<file path="config.mk">
export PLATFORM = sky130hd
export DESIGN_NAME = decode_queue
export DESIGN_NICKNAME = d
export VERILOG_FILES = /design/src/rtl/decode_queue.sv
export SDC_FILE = /design/constraint.sdc
export NUM_CORES = 2
export LEC_CHECK = 0
export CAP_MARGIN = 20
export CORE_AREA = 2 2 442 444
export CTS_BUF_LIST = sky130_fd_sc_hd__clkbuf_4 sky130_fd_sc_hd__clkbuf_8
export DETAILED_ROUTE_END_ITERATION = 10
export DIE_AREA = 0 0 444 446
export GPL_ROUTABILITY_DRIVEN = 0
export MAX_ROUTING_LAYER = met4
export SYNTH_ARGS = -nofsm -noshare
export SYNTH_HDL_FRONTEND = slang
export SYNTH_SLANG_ARGS = --single-unit
</file>
<file path="constraint.sdc">
create_clock -name i_clk -period 30.9 [get_ports i_clk]
set_clock_uncertainty 0.05 [all_clocks]
set_input_delay 3.09 -clock i_clk [delete_from_list [all_inputs] [get_ports i_clk]]
set_output_delay 3.09 -clock i_clk [all_outputs]
set_load 0.05 [all_outputs]
</file>
<file path="src/rtl/decode_queue.sv">
// Two-wide in-order decode queue between the dual decoders and the schedule unit.
// Circular buffer of decode_s records; accepts 0-2 records per cycle and delivers
// the oldest 1-2 records per request through a registered output stage.

package decode_queue_pkg;

    typedef struct packed {
        logic        valid;
        logic [31:0] pc;
        logic [6:0]  opcode;
        logic [4:0]  rd_addr;
        logic [4:0]  rs1_addr;
        logic [4:0]  rs2_addr;
        logic [31:0] imm;
    } decode_s;

endpackage

module decode_queue
    import decode_queue_pkg::*;
#(
    parameter int unsigned DEPTH = 8
) (
    input  logic    i_clk,
    input  logic    i_rst,
    input  logic    i_flush,

    input  logic    i_dec_dque_valid_0,
    input  logic    i_dec_dque_valid_1,
    input  decode_s i_dec_dque_decode_0,
    input  decode_s i_dec_dque_decode_1,
    output logic    o_dque_dec_ready,

    input  logic    i_sch_dque_request,
    output logic    o_dque_sch_ready,
    output logic    o_dque_sch_ack,
    output decode_s o_dque_sch_decode_0,
    output decode_s o_dque_sch_decode_1
);

    localparam int unsigned PtrW = $clog2(DEPTH);
    localparam int unsigned CntW = PtrW + 1;
    // Keeping two entries of headroom means a 2-wide push can never overflow.
    localparam logic [CntW-1:0] DecReadyMax = CntW'(DEPTH - 2);

    // Storage and pointers
    decode_s           mem_q [DEPTH];
    logic [PtrW-1:0]   wr_ptr_q, wr_ptr_d;
    logic [PtrW-1:0]   rd_ptr_q, rd_ptr_d;
    logic [CntW-1:0]   count_q, count_d;

    // Registered delivery stage
    logic              ack_q, ack_d;
    decode_s           out0_q, out0_d;
    decode_s           out1_q, out1_d;

    // Push side
    logic              push_ok;
    logic              wr_en_a, wr_en_b;
    logic [PtrW-1:0]   wr_idx_a, wr_idx_b;
    decode_s           wr_data_a, wr_data_b;
    logic [CntW-1:0]   n_push;

    // Pop side
    logic              pop_en;
    logic              pop_two;
    logic [PtrW-1:0]   rd_idx_b;
    logic [CntW-1:0]   n_pop;

    // Ready flags come from the registered count only
    always_comb begin
        o_dque_dec_ready = (count_q <= DecReadyMax);
        o_dque_sch_ready = (count_q != '0);
    end

    // Push decode: the first valid slot always lands at wr_ptr so entries stay compacted
    always_comb begin
        push_ok   = o_dque_dec_ready;
        wr_en_a   = push_ok && (i_dec_dque_valid_0 || i_dec_dque_valid_1);
        wr_en_b   = push_ok && i_dec_dque_valid_0 && i_dec_dque_valid_1;
        wr_idx_a  = wr_ptr_q;
        wr_idx_b  = wr_ptr_q + PtrW'(1);
        wr_data_a = i_dec_dque_valid_0 ? i_dec_dque_decode_0 : i_dec_dque_decode_1;
        wr_data_a.valid = 1'b1;
        wr_data_b = i_dec_dque_decode_1;
        wr_data_b.valid = 1'b1;
        n_push    = CntW'(wr_en_a) + CntW'(wr_en_b);
    end

    // Pop decode: take min(count, 2) of the entries present before this edge
    always_comb begin
        pop_en   = i_sch_dque_request && (count_q != '0);
        pop_two  = (count_q > CntW'(1));
        rd_idx_b = rd_ptr_q + PtrW'(1);
        n_pop    = '0;
        if (pop_en) begin
            n_pop = pop_two ? CntW'(2) : CntW'(1);
        end
    end

    // Next-state for pointers, count and the delivery stage
    always_comb begin
        wr_ptr_d = wr_ptr_q + PtrW'(n_push);
        rd_ptr_d = rd_ptr_q + PtrW'(n_pop);
        count_d  = count_q + n_push - n_pop;

        ack_d        = 1'b0;
        out0_d       = out0_q;
        out0_d.valid = 1'b0;
        out1_d       = out1_q;
        out1_d.valid = 1'b0;

        if (pop_en) begin
            ack_d        = 1'b1;
            out0_d       = mem_q[rd_ptr_q];
            out0_d.valid = 1'b1;
            out1_d       = mem_q[rd_idx_b];
            out1_d.valid = pop_two;
        end
    end

    // Storage write; contents need no reset since count gates every read
    always_ff @(posedge i_clk) begin
        if (wr_en_a) begin
            mem_q[wr_idx_a] <= wr_data_a;
        end
        if (wr_en_b) begin
            mem_q[wr_idx_b] <= wr_data_b;
        end
    end

    // Queue state and output stage; flush behaves like reset and beats push/pop
    always_ff @(posedge i_clk) begin
        if (i_rst || i_flush) begin
            wr_ptr_q     <= '0;
            rd_ptr_q     <= '0;
            count_q      <= '0;
            ack_q        <= 1'b0;
            out0_q.valid <= 1'b0;
            out1_q.valid <= 1'b0;
        end else begin
            wr_ptr_q <= wr_ptr_d;
            rd_ptr_q <= rd_ptr_d;
            count_q  <= count_d;
            ack_q    <= ack_d;
            out0_q   <= out0_d;
            out1_q   <= out1_d;
        end
    end

    // Output drive
    always_comb begin
        o_dque_sch_ack      = ack_q;
        o_dque_sch_decode_0 = out0_q;
        o_dque_sch_decode_1 = out1_q;
    end

endmodule

</file>
==> impl_results.md <==
* Layout Cells excl Fill at 5,504
* Synthesized cell area at 46,100 um^2
* Maximum VDD drop at 0.0333 mV
* Commonest non-fill, non-tap cells in the layout: mux2_2 (946), edfxtp_1 (860), clkdlybuf4s50_1 (353)
* DRT Pass-1 Iters at 6
* Post-synthesis register bit count at slightly below 900
* Syn_nets at 2,634
* Placed insts at 5,206
* Slew headroom at 0.225
* Initial antenna violation count at 24
* Number of H-tree levels at 4
* GR Util met3 at 0.0253
* Dominant synthesized flop cell: edfxtp_1
* Pre-CTS setup slack at roughly 24 ns
* Antenna Nets Post-Route at 0
* Postcts setup bufs at 0
* Synthesized instance count at ~2,400
* Final WL at 144 mm
* Critical path class: flop to output port
* Fin. max-slew vios at 0
* WL/cell at approximately 26 um
* Root buffer cell: clkbuf_8
* Vias in the first global route at approximately 27,000
* Status: finished, final reports clean
* Hold buffer count at CTS at 0
* Grt ovf at 0
* Slew @ Worst Pin at between 1 and 1.5 ns
* DRC viols at 0
* Yosys cell types at 36
* P per Cell Area at 62.4 nW/um^2
* Sequential share of the synthesized area at 0.566
* Final worst path period share at 0.203
* Chip Height at around 450 um
* Reg-to-reg slack, setup at roughly 27 ns
* Worst-path clk slew at 0.06 ns
* Critical Path AT at roughly 3.1 ns
* Crit path max fanout at 10
* Vias per cell at 4.69
* Final hold violations at 0
* Total track usage at 0.147
* Final core occ at 0.288
* Vias at around 26,000
* Die Wd at 444 um
* Filler cells at 19,100
* First-pass GRT wire length at roughly 200 mm
* Syn Area/Cell at about 19 um^2
* Final setup fails at 0
* Design Power at 3470 uW
* PostCTS Resize Cnt at 0
* Largest net degree at the start of global routing at approximately 90
* Layout Nets at just over 3,000
* Skew-Pair Late Insertion Delay at 0.91 ns
* Initial DRC count at ~1,900
* Core Box Area at between 150,000 and 200,000 um^2
* Total CTS buffers at 160
* Fmax at between 150 and 200 MHz
* Area grow syn2layout at 20.8%
* Max cap viols at 0
* Tmin final at ~6.3 ns
* Setup WS post-layout at 24.63 ns
* Busiest grt layer: met2
* RSZ-0062 raised after global routing: false
* Clock Sink Count at 872
* FFs w/ async S/R, synth at 0
* Starting density of the core at 0.238
* Startpoint Class: flop
* CTS tree: done
* Post-synth EDFFs at 860
* Synth Warn # at 0
* Commonest non-fill, non-tap cell in the layout: mux2_2
* Hold Path Class: flop to flop
* Die area at about 200,000 um^2
* Met2 GRT Util at 0.245
* Setup total negative slack at 0 ns
* Pleak at between 0.015 and 0.02 uW
* Deepest clock path buffer count at 3
* PortBufs at approximately 350
* # IOs at between 300 and 400
* Data required, critical path at 27.76 ns
* Share of layout cells above drive strength 1 at 0.550
* Detailed Place HPWL at approximately 81 mm
* Crit. End Element: output port
* M1 GR Usage at 0.181
* # rows at ~160
Yosys cell counts (all sizes together) (2+ instances only):
cell,count,share of area
and2,3,0.00041
and4b,2,0.00043
nand3,5,0.00054
nor2b,3,0.00041
a21oi,2,0.00022
mux4,344,0.17
and3,3,0.00041
o41ai,4,0.00076
o21ai,4,0.00043
ha,12,0.0033
nor2,9,0.00073
nand2,4,0.00033
buf,143,0.016
nand4,8,0.0016
dfxtp,12,0.0052
clkbuf,40,0.0033
mux2,946,0.23
xor2,5,0.0011
fa,4,0.0017
edfxtp,860,0.56
inv,15,0.0012
logic make-up (layout without fill, tap and decap cells):
family / Yosys count / count (layout) / synth area share
fa+ha+maj: 16 / 16 / 0.00500
compound gates: 13 / 13 / 0.00195
buf+inv: 198 / 707 / 0.0208
simple gates: 42 / 42 / 0.00576
flops: 872 / 872 / 0.566
mux: 1291 / 1291 / 0.399
xor+xnor: 6 / 6 / 0.00147
other cells: 0 / 15 / 0
metal layers:
layer	routed length, um	vias up	part of all wire
met5	0	-	0
met4	3800	0	0.026
met3	6530	210	0.045
met2	72900	723	0.51
met1	60900	13800	0.42
li1	-	11100	-
power by group:
group          leakage [uW]  switching, uW  internal, uW
logic               0.00767            437           409
clock network       0.00164            516           592
registers           0.00796           54.1          1470
total                0.0173           1010          2470
registers in the layout, indices dropped and copies added (netlist names):
| register | count |
|---|---|
| wr_idx_a | 3 |
| count_q | 4 |
| rd_ptr_q | 3 |
| o_dque_sch_ack | 1 |
| mem_q | 688 |
| o_dque_sch_decode_0 | 86 |
| o_dque_sch_decode_1 | 87 |
worst max-delay path, cell delays in order, from the launching register on:
cell             delay (ns)
dfxtp_1                0.32
inv_1                  0.07
ha_1                   0.20
nand3_1                0.46
nand2_1                0.24
inv_1                  0.10
clkdlybuf4s50_1        0.83
final cells by class:
cell class                 count  area, um^2  area share
clock inverter                64         465     0.00836
tap                         2542        3180      0.0571
sequential                   872       26100       0.468
antenna                       15        37.5    0.000674
inverter                      15        56.3     0.00101
multi-input combinational   1368       19200       0.345
timing repair buffer         409        4000      0.0719
clock buffer                 219        2650      0.0476
path summary, 6_finish.rpt:
kind / startpoint / endpoint / cells after the start
worst max-delay path: count_q[3] / o_dque_dec_ready / 6
worst min-delay path: count_q[0] / count_q[0] / 2
worst max register to register: rd_ptr_q[1] / o_dque_sch_decode_1[38] / 5
worst min register to register: count_q[0] / count_q[0] / 2
through the flow:
stage | cell area [um^2] | hold WS (ns)
after floorplan | 46100 | 0.538
after global placement | 52500 | 0.580
after detailed placement | 52500 | 0.598
after CTS | 55600 | 0.615
after global routing | 55700 | 0.630
final | 55700 | 0.602
No activity file was read; power rests on OpenSTA's default activity.
